[config.mk]
export PLATFORM = sky130hd
export DESIGN_NAME = canvas_write_arbiter
export DESIGN_NICKNAME = d
export VERILOG_FILES = /design/src/rtl/canvas_write_arbiter.sv
export SDC_FILE = /design/constraint.sdc
export NUM_CORES = 1
export LEC_CHECK = 0
export CAP_MARGIN = 30
export CORE_MARGIN = 1
export CORE_UTILIZATION = 35
export CTS_CLUSTER_SIZE = 40
export DETAILED_ROUTE_END_ITERATION = 7
export REMOVE_ABC_BUFFERS = 1
export SLEW_MARGIN = 25
export SYNTH_ARGS = -nofsm -noshare
export SYNTH_HDL_FRONTEND = slang
export SYNTH_SLANG_ARGS = --single-unit
[constraint.sdc]
create_clock -name clk_in -period 2.67 [get_ports clk_in]
set_clock_uncertainty 0.05 [all_clocks]
set_input_delay 0.4005 -clock clk_in [delete_from_list [all_inputs] [get_ports clk_in]]
set_output_delay 0.4005 -clock clk_in [all_outputs]
set_load 0.01 [all_outputs]
[src/rtl/canvas_write_arbiter.sv]
// Single write-port owner for the 320x240 canvas BRAM: draw > host > clear priority,
// with a background full-canvas clear sequencer and a one-cycle registered write path.
module canvas_write_arbiter #(
  parameter int unsigned              ADDR_W     = 17,
  parameter int unsigned              DATA_W     = 8,
  parameter int unsigned              NUM_PIXELS = 76800,
  parameter logic [DATA_W-1:0]        CLEAR_VAL  = 8'h00
) (
  input  logic              clk_in,
  input  logic              rst_n_in,
  input  logic              draw_valid_in,
  input  logic [ADDR_W-1:0] draw_addr_in,
  input  logic [DATA_W-1:0] draw_data_in,
  input  logic              host_valid_in,
  output logic              host_ready_out,
  input  logic [ADDR_W-1:0] host_addr_in,
  input  logic [DATA_W-1:0] host_data_in,
  input  logic              clear_req_in,
  output logic              clear_busy_out,
  output logic              clear_done_out,
  output logic              bram_we_out,
  output logic [ADDR_W-1:0] bram_addr_out,
  output logic [DATA_W-1:0] bram_data_out,
  output logic [1:0]        grant_out
);

  typedef enum logic {
    IDLE,
    CLEARING
  } state_t;

  typedef enum logic [1:0] {
    GRANT_NONE  = 2'b00,
    GRANT_DRAW  = 2'b01,
    GRANT_HOST  = 2'b10,
    GRANT_CLEAR = 2'b11
  } grant_t;

  localparam logic [ADDR_W-1:0] LAST_ADDR = ADDR_W'(NUM_PIXELS - 1);

  state_t            state;
  logic [ADDR_W-1:0] clear_cnt;
  logic              host_xfer;
  logic              draw_in_range;
  logic              host_in_range;
  logic              clear_win;

  // The draw pipeline cannot stall, so the host only moves when draw is silent.
  assign host_ready_out = !draw_valid_in;
  assign host_xfer      = host_valid_in && host_ready_out;
  assign draw_in_range  = 32'(draw_addr_in) < NUM_PIXELS;
  assign host_in_range  = 32'(host_addr_in) < NUM_PIXELS;

  // An out-of-range draw or host transfer still occupies the slot, so clear waits.
  assign clear_win = (state == CLEARING) && !draw_valid_in && !host_xfer;

  // NOTE: sequential state uses non-blocking assignments only; the async reset clears every
  // register here, including the clear counter, so an aborted clear never resumes.
  always_ff @(posedge clk_in or negedge rst_n_in) begin
    if (!rst_n_in) begin
      state          <= IDLE;
      clear_cnt      <= '0;
      clear_busy_out <= 1'b0;
      clear_done_out <= 1'b0;
      bram_we_out    <= 1'b0;
      bram_addr_out  <= '0;
      bram_data_out  <= '0;
      grant_out      <= GRANT_NONE;
    end else begin
      // NOTE: per-cycle strobes default low; address/data deliberately hold their last values.
      bram_we_out    <= 1'b0;
      grant_out      <= GRANT_NONE;
      clear_done_out <= 1'b0;

      if (draw_valid_in) begin
        if (draw_in_range) begin
          bram_we_out   <= 1'b1;
          bram_addr_out <= draw_addr_in;
          bram_data_out <= draw_data_in;
          grant_out     <= GRANT_DRAW;
        end
      end else if (host_xfer) begin
        if (host_in_range) begin
          bram_we_out   <= 1'b1;
          bram_addr_out <= host_addr_in;
          bram_data_out <= host_data_in;
          grant_out     <= GRANT_HOST;
        end
      end else if (clear_win) begin
        bram_we_out   <= 1'b1;
        bram_addr_out <= clear_cnt;
        bram_data_out <= CLEAR_VAL;
        grant_out     <= GRANT_CLEAR;
      end

      case (state)
        IDLE: begin
          if (clear_req_in) begin
            state          <= CLEARING;
            clear_cnt      <= '0;
            clear_busy_out <= 1'b1;
          end
        end
        CLEARING: begin
          if (clear_win) begin
            if (clear_cnt == LAST_ADDR) begin
              clear_cnt      <= '0;
              state          <= IDLE;
              clear_busy_out <= 1'b0;
              clear_done_out <= 1'b1;
            end else begin
              clear_cnt <= clear_cnt + ADDR_W'(1);
            end
          end
        end
        default: state <= IDLE;
      endcase
    end
  end

endmodule

Yosys cells after proc, flatten, opt, wreduce, memory -nomap -nowiden
Index checks and enable logic that the tools add are counted.
W data, S select, Z words.
{"block": "op_classes", "n_eq_ne": 6, "bitwise_logic": 1, "n_addsub": 1, "reduce_logical": 9, "n_mux": 35, "magnitude_cmp": 2}
{"operator": "$mux W17", "count": 8}
{"operator": "$mux W8", "count": 5}
{"operator": "$lt A17 B17 Y1 const B", "count": 2}
{"operator": "$pmux W17 S2", "count": 1}
{"operator": "$add A17 B1 Y17 const B", "count": 1}
{"operator": "$eq A17 B17 Y1 const B", "count": 1}
{"operator": "$mux W1", "count": 15}
{"operator": "$mux W2", "count": 4}
{"operator": "$ne A2 B1 Y1 const B", "count": 3}
{"operator": "$reduce_and A3 Y1", "count": 2}
{"operator": "$pmux W1 S2", "count": 2}
{"operator": "$logic_and A1 B1 Y1", "count": 3}
{"operator": "$ne A3 B2 Y1 const B", "count": 1}
{"operator": "$reduce_bool A3 Y1", "count": 1}
{"operator": "$logic_not A1 Y1", "count": 2}
{"operator": "$ne A2 B2 Y1 const B", "count": 1}
{"operator": "$reduce_and A2 Y1", "count": 1}
{"operator": "$not A1 Y1", "count": 1}
{"block": "totals", "output_inout_bits": 31, "reg_bits": 48, "elab_cells": 62}

Longest topological paths before layout
Gate-level depths: netlist of the first run.
{"block": "depth", "depth_word": 7, "ltp_mapped": 7, "ltp_nobuf": 5}

Worst setup path before layout of the first run
No wires, ideal clock.
{"block": "synth_timing", "path_kind": "input to register", "start": "input host_valid_in", "end": "register clear_cnt[12]", "stages": 6, "path_buffers": 2, "path_slack_ns": 0.641, "arrival_ns": 1.868, "path_cell_list": "buf_6 > or3b_1 > buf_6 > a2111oi_4 > nor2_1 > a2111oi_2"}
{"block": "synth_via", "elab_chain_len": 5}
{"item": "start, declared", "line": "14", "source": "input logic host_valid_in,"}
{"item": "$logic_and A1 B1 Y1", "line": "50", "source": "assign host_xfer = host_valid_in && host_ready_out;"}
{"item": "$logic_not A1 Y1", "line": "55", "source": "assign clear_win = (state == CLEARING) && !draw_valid_in && !host_xfer;"}
{"item": "$logic_and A1 B1 Y1", "line": "55"}
{"item": "$ne A2 B1 Y1 (no line)"}
{"item": "$reduce_and A2 Y1 (no line)"}
{"item": "end signal, assigned", "line": "112", "source": "clear_cnt <= clear_cnt + ADDR_W'(1);"}
{"item": "end, declared", "line": "42", "source": "logic [ADDR_W-1:0] clear_cnt;"}
Every way passes these cells.
A chain may end at the register's enable or synchronous reset.

Worst setup path in the final report of the first run
{"block": "layout_timing", "start": "input host_valid_in", "end": "register clear_cnt[14]"}
The elaborated chain is that of the path after synthesis.

==> results of run 1 <==
==> synthesized netlist by cell type, drive strengths merged (2+ instances only) <==
library cell	number	area, sq um
a22oi	6	45.0
inv	3	11.3
a211oi	2	20.0
nand3	6	30.0
mux2i	19	190
nand2	39	146
o2111ai	2	17.5
and4	2	17.5
or4	4	30.0
nor2	7	26.3
o21ai	31	155
clkbuf	10	37.5
nand4	2	12.5
dfrtp	48	1200
xor2	3	26.3
buf	7	46.3
a2111oi	3	51.3
or3	4	25.0
xnor2	2	17.5
a21o	2	16.3
o31ai	5	37.5
mux2	25	282
a21oi	10	50.1
==> state kept, by name (all words and copies together), names as in the netlist <==
name            count
grant_out           2
clear_busy_out      1
state               1
clear_cnt          17
clear_done_out      1
bram_addr_out      17
bram_we_out         1
bram_data_out       8
==> where the power goes <==
group          leakage [nW]  internal [W]  switching (W)  total (W)
clock                0.0645      0.000331       0.000254   0.000585
sequential            0.600      0.000834      0.0000887   0.000923
combinational         0.914      0.000326       0.000209   0.000535
==> kinds of logic after synthesis <==
| kind of cell | Yosys count | synth area share [%] |
|---|---|---|
| xor gates and xnor gates | 5 | 1.65 |
| muxes | 44 | 17.8 |
| and+or+nand+nor | 76 | 14.8 |
| AOI/OAI and AO/OA | 66 | 16.3 |
| DFF | 48 | 45.3 |
| adders and majority gates | 1 | 0.472 |
| buffers and inverters | 20 | 3.59 |
==> through the flow <==
stage                     hold slack [ps]  std cells  area, sq um  utilization [%]  worst slack [ps]
after floorplan                      54.9        243         2570                -               441
after global placement                406        442         3640             50.0               128
after detailed placement              408        442         3640             50.0               143
after CTS                            71.0        450         3770             51.7               458
after global routing                 95.5        450         3770             51.7               356
final                                49.6        450         3770             51.7               415
==> path summary, 6_finish.rpt <==
path	from	end	slack, ps	cells past startpoint
worst max-delay path	host_valid_in	clear_cnt[14]	410	7
worst min-delay path	rst_n_in	bram_data_out[5]	50	1
worst max register to register	clear_cnt[0]	clear_cnt[7]	610	6
worst min register to register	bram_addr_out[7]	bram_addr_out[7]	460	1
max in group asynchronous	rst_n_in	clear_cnt[1]	1890	2
min in group clk_in	bram_addr_out[7]	bram_addr_out[7]	460	1
==> final cells by class <==
| type | instances | area share (%) |
|---|---|---|
| tap | 99 | 3.29 |
| multi-input combinational | 192 | 35.9 |
| clock buffer | 7 | 2.56 |
| clock inverter | 1 | 0.797 |
| inverter | 3 | 0.299 |
| sequential | 48 | 31.9 |
| timing repair buffer | 100 | 25.3 |
==> worst max-delay path, delay by kind of cell <==
family / cells / cell delay, ps
compound gates: 1 / 420
mux: 1 / 200
buf+inv: 3 / 830
simple gates: 2 / 540
==> cell usage in the layout (no fill, tap or decap), types with 2 or more instances in the layout <==
cell and n:
o31ai_1 5, nand2_1 39, or3_1 4, nand4_1 2, and4_1 2, mux2i_1 19
inv_1 3, clkbuf_8 7, buf_2 2, nor2_1 7, buf_4 15, clkdlybuf4s50_1 83
or4_1 4, o2111ai_1 2, xor2_1 3, mux2_1 3, xnor2_1 2, a22oi_1 6
o21ai_0 31, a21oi_1 10, mux2_2 22, nand3_1 6, dfrtp_1 48
==> metal layers <==
metal  wire, um  track usage (%)
met1       3350             25.2
met2       3140             30.6
met3        479             3.88
met4         61             4.33
met5          0                0
==> reports/metrics.yaml, run 1 <==
status: "finished clean"
post_drt_wl_per_cell_um: 15.6
drc: 0
dr.pass1.iters: 4
synth.distinct_cells: 48
synth-seq-cells: 48
cp_slowest_cell: "or3b_1"
relSlewSlack_pct: 58.2
cp.arrival_ps: 2400
fp.dieH_um: 89.0
grt_pass1_vias: 2251
dieWidth_um: 89.0
routed_wl_um: 7030
max_stage_delay_ps: 470
synth_cells: 260
rsz0062_at_grt: "no"
total_power_w: 0.00204
tns_ps: 0
cts_tree: "done"
yosys_warnings: 0
synth-edff-count: 0
clk-insertion-delay-late_ps: 310
hold_viol: 0
crit_chain: "clkdlybuf4s50_1 -> buf_4 -> or3b_1 -> a2111oi_4 -> buf_4 -> mux2i_1 -> nor3_1"
cpMostUsedCell: "buf_4"
io_buffer_count: 85
postCtsSetupBuffers: 0
leakagePower_nw: 1.58
path_clk_slew_ps: 90
drv_slew: 0
p_per_area_nw_per_um2: 542
hold_path_class: "primary input to asynchronous set/reset pin"
synth_area_per_cell_sq_um: 10.2
routed_via_density: 5.22
drive_gt1_share_pct: 15.4
worst_pin_slew_ps: 627
maxCapViolCount: 0
period_share_pct: 84.5
period_minus_slack_ps: 2260
vias: 2351
antenna_cells: 0
syn_area_sq_um: 2650
grt_max_degree: 28
drt-initial-drc-count: 79
cts_buffer_depth: 2
max_freq_ghz: 0.443
async_flop_share_pct: 100
htree_num_levels: 2
cts_sinks: 48
register_area_sq_um: 1200
grt_usage_pct: 18.6
setup_viol: 0
grt_pass1_wl_um: 11100
fillers: 700
cts_root_buffer: "clkbuf_8"
worstPathRequired_ps: 2820
num_io_pins: 86
critPathCaptureType: "flop"
cts_buffers: 5
ir_worst_vdd_mv: 0.306
start_util_pct: 36.3
core_sq_um: 7290
dp_hpwl_um: 5280
postRouteAntennaNets: 0
multi_input_area_sq_um: 1350
die_area_sq_um: 7920
fin_nets: 406
num_rows: 31
cp-start-kind: "primary input"
ys_seq_area_share_pct: 45.3
grt_overflow: 0
cts_resized: 0
antenna_found_initial: 0
crit_type: "primary input to flop"
worst-path-max-fanout: 4
synth_ff_type: "dfrtp_1"
hold_buffers: 0
gp_congestion: 0.855
area_growth_pct: 42.3
No activity file was read; power rests on OpenSTA's default activity.
==> inputs of run 2 (changes only) <==
- PLACE_DENSITY: unset -> 0.66
- clock period: 2.67 -> 2 ns (I/O delays scaled with it)
==> run 2 against run 1 <==
- combinational power rose by 53%
- global-route usage grew 0.16 points
- sequential cell count is the same
- critical path depth down 2
- register-to-register slack worse by 570 ps
- hold slack better by 310 ps
- die area stayed put
- critical endpoint is now bram_addr_out[0]
- largest cell class unchanged
- largest power group unchanged
==> reports/metrics.yaml, run 2 (synthesis gave the netlist of run 1 again) <==
antenna_cells: 0  # unchanged
cp.arrival_ps: 2100  # -300 ps
routed_wl_um: 7110  # +1.1%
grt_max_degree: 31  # +11%
drc: 0  # unchanged
vias: 2420  # +2.9%
fillers: 681  # -2.7%
area_growth_pct: 54.2
cts_buffer_depth: 2  # unchanged
num_io_pins: 86  # unchanged
routed_via_density: 5.02  # -3.9%
top_regs: "bram_addr_out: 17 flops, clear_cnt: 17 flops, bram_data_out: 8 flops"
dr.pass1.iters: 4  # unchanged
fp.dieH_um: 89.0  # unchanged
worstPathRequired_ps: 2130  # -690 ps
dp_hpwl_um: 5290  # +0.27%
maxCapViolCount: 0  # unchanged
hold_viol: 0  # unchanged
num_rows: 31  # unchanged
ir_worst_vdd_mv: 0.298  # -2.6%
max_freq_ghz: 0.510
worst-path-max-fanout: 7  # +3
grt_pass1_vias: 2382  # +5.8%
register_area_sq_um: 1200  # unchanged
core_sq_um: 7290  # unchanged
rsz0062_at_grt: "no"
dieWidth_um: 89.0  # unchanged
grt_overflow: 0  # unchanged
crit_type: "flop to flop"
die_area_sq_um: 7920  # unchanged
grt_usage_pct: 18.7  # +0.16 points
p_per_area_nw_per_um2: 650  # +20%
postRouteAntennaNets: 0  # unchanged
status: "finished clean"
layout_common_cells: "clkdlybuf4s50_1, dfrtp_1, buf_4"
cts_buffers: 5  # unchanged
gp_congestion: 0.879  # +2.8%
total_power_w: 0.00266  # +30%
final_common_cell: "clkdlybuf4s50_1"
multi_input_area_sq_um: 1380  # +1.8%
htree_num_levels: 2  # unchanged
drv_slew: 0  # unchanged
clk-insertion-delay-late_ps: 300  # about the same
hold_path_class: "primary input to flop"
worst_pin_slew_ps: 549  # -77.8 ps
setup_viol: 0  # unchanged
io_buffer_count: 85  # unchanged
relSlewSlack_pct: 63.4  # +5.2 points
period_share_pct: 98.1
period_minus_slack_ps: 1960
grt_pass1_wl_um: 11200  # +1.5%
cts_sinks: 48  # unchanged
postLayoutCoreUtil_pct: 56.0  # +4.3 points
cts_tree: "done"
post_drt_wl_per_cell_um: 14.7  # -5.6%
start_util_pct: 36.3  # unchanged
fin_nets: 439  # +8.1%
drive_gt1_share_pct: 23.8  # +8.4 points
path_clk_slew_ps: 80  # about the same
cp-start-kind: "flop"
antenna_found_initial: 0  # unchanged
cts_root_buffer: "clkbuf_8"
drt-initial-drc-count: 102  # +29%
leakagePower_nw: 1.81  # +14%
critPathCaptureType: "flop"
-- run 2: report_power, final --
part,total [W],internal (W),switching [W]
clock,0.000616,0.000308,0.000308
sequential,0.00122,0.00111,0.000105
combinational,0.000821,0.000507,0.000314
total,0.00266,0.00193,0.000726
-- run 2: final cells by class --
| type | instances | area share (%) |
|---|---|---|
| clock buffer | 7 | 2.36 |
| timing repair buffer | 133 | 31.2 |
| tap | 99 | 3.03 |
| multi-input combinational | 192 | 33.7 |
| inverter | 3 | 0.276 |
| sequential | 48 | 29.4 |
-- run 2: repair_timing --
item                       4_1_cts  5_1_grt
pin swaps                        2        2
resized for setup                8        9
hold endpoints to repair        22        0
hold buffers                     1        0
setup buffers                    3        0
setup endpoints to repair        8       10
gates cloned                     1        1
-- run 2: layer usage --
layer | vias to the layer above | wire, um | global-route usage, %
li1 | 1198 | - | -
met1 | 1157 | 3180 | 23.2
met2 | 58 | 3480 | 33.3
met3 | 7 | 353 | 3.23
met4 | 0 | 87 | 5.92
met5 | - | 0 | 0
-- run 2: path summary, 6_finish.rpt --
kind | from | endpoint | slack [ps] | cells after the start
max in group asynchronous | rst_n_in | clear_busy_out | 900 | 3
setup / recovery | state | bram_addr_out[0] | 40 | 5
hold / removal | draw_addr_in[10] | bram_addr_out[10] | 360 | 4
hold reg to reg | bram_addr_out[2] | bram_addr_out[2] | 460 | 1
setup reg to reg | state | bram_addr_out[0] | 40 | 5
min in group asynchronous | rst_n_in | bram_addr_out[6] | 470 | 2
-- run 2: critical path, cell delays in order (launching register included) --
cell,delay [ps]
dfrtp_1,440
nor3b_4,180
buf_4,150
or4b_4,560
buf_12,180
mux2_4,290
-- run 2: through the flow --
step / hold slack (ps) / setup TNS [ps] / std cells / area [sq um] / worst slack, ps
2_1_floorplan: -45.6 / -2620 / 243 / 2570 / -229
3_3_place_gp: 270 / -9300 / 469 / 3870 / -346
3_5_place_dp: 263 / -10530 / 469 / 3870 / -410
4_1_cts: 397 / 0 / 481 / 4030 / 20.5
5_1_grt: 386 / 0 / 482 / 4090 / 0.950
6_report: 357 / 0 / 482 / 4090 / 38.6
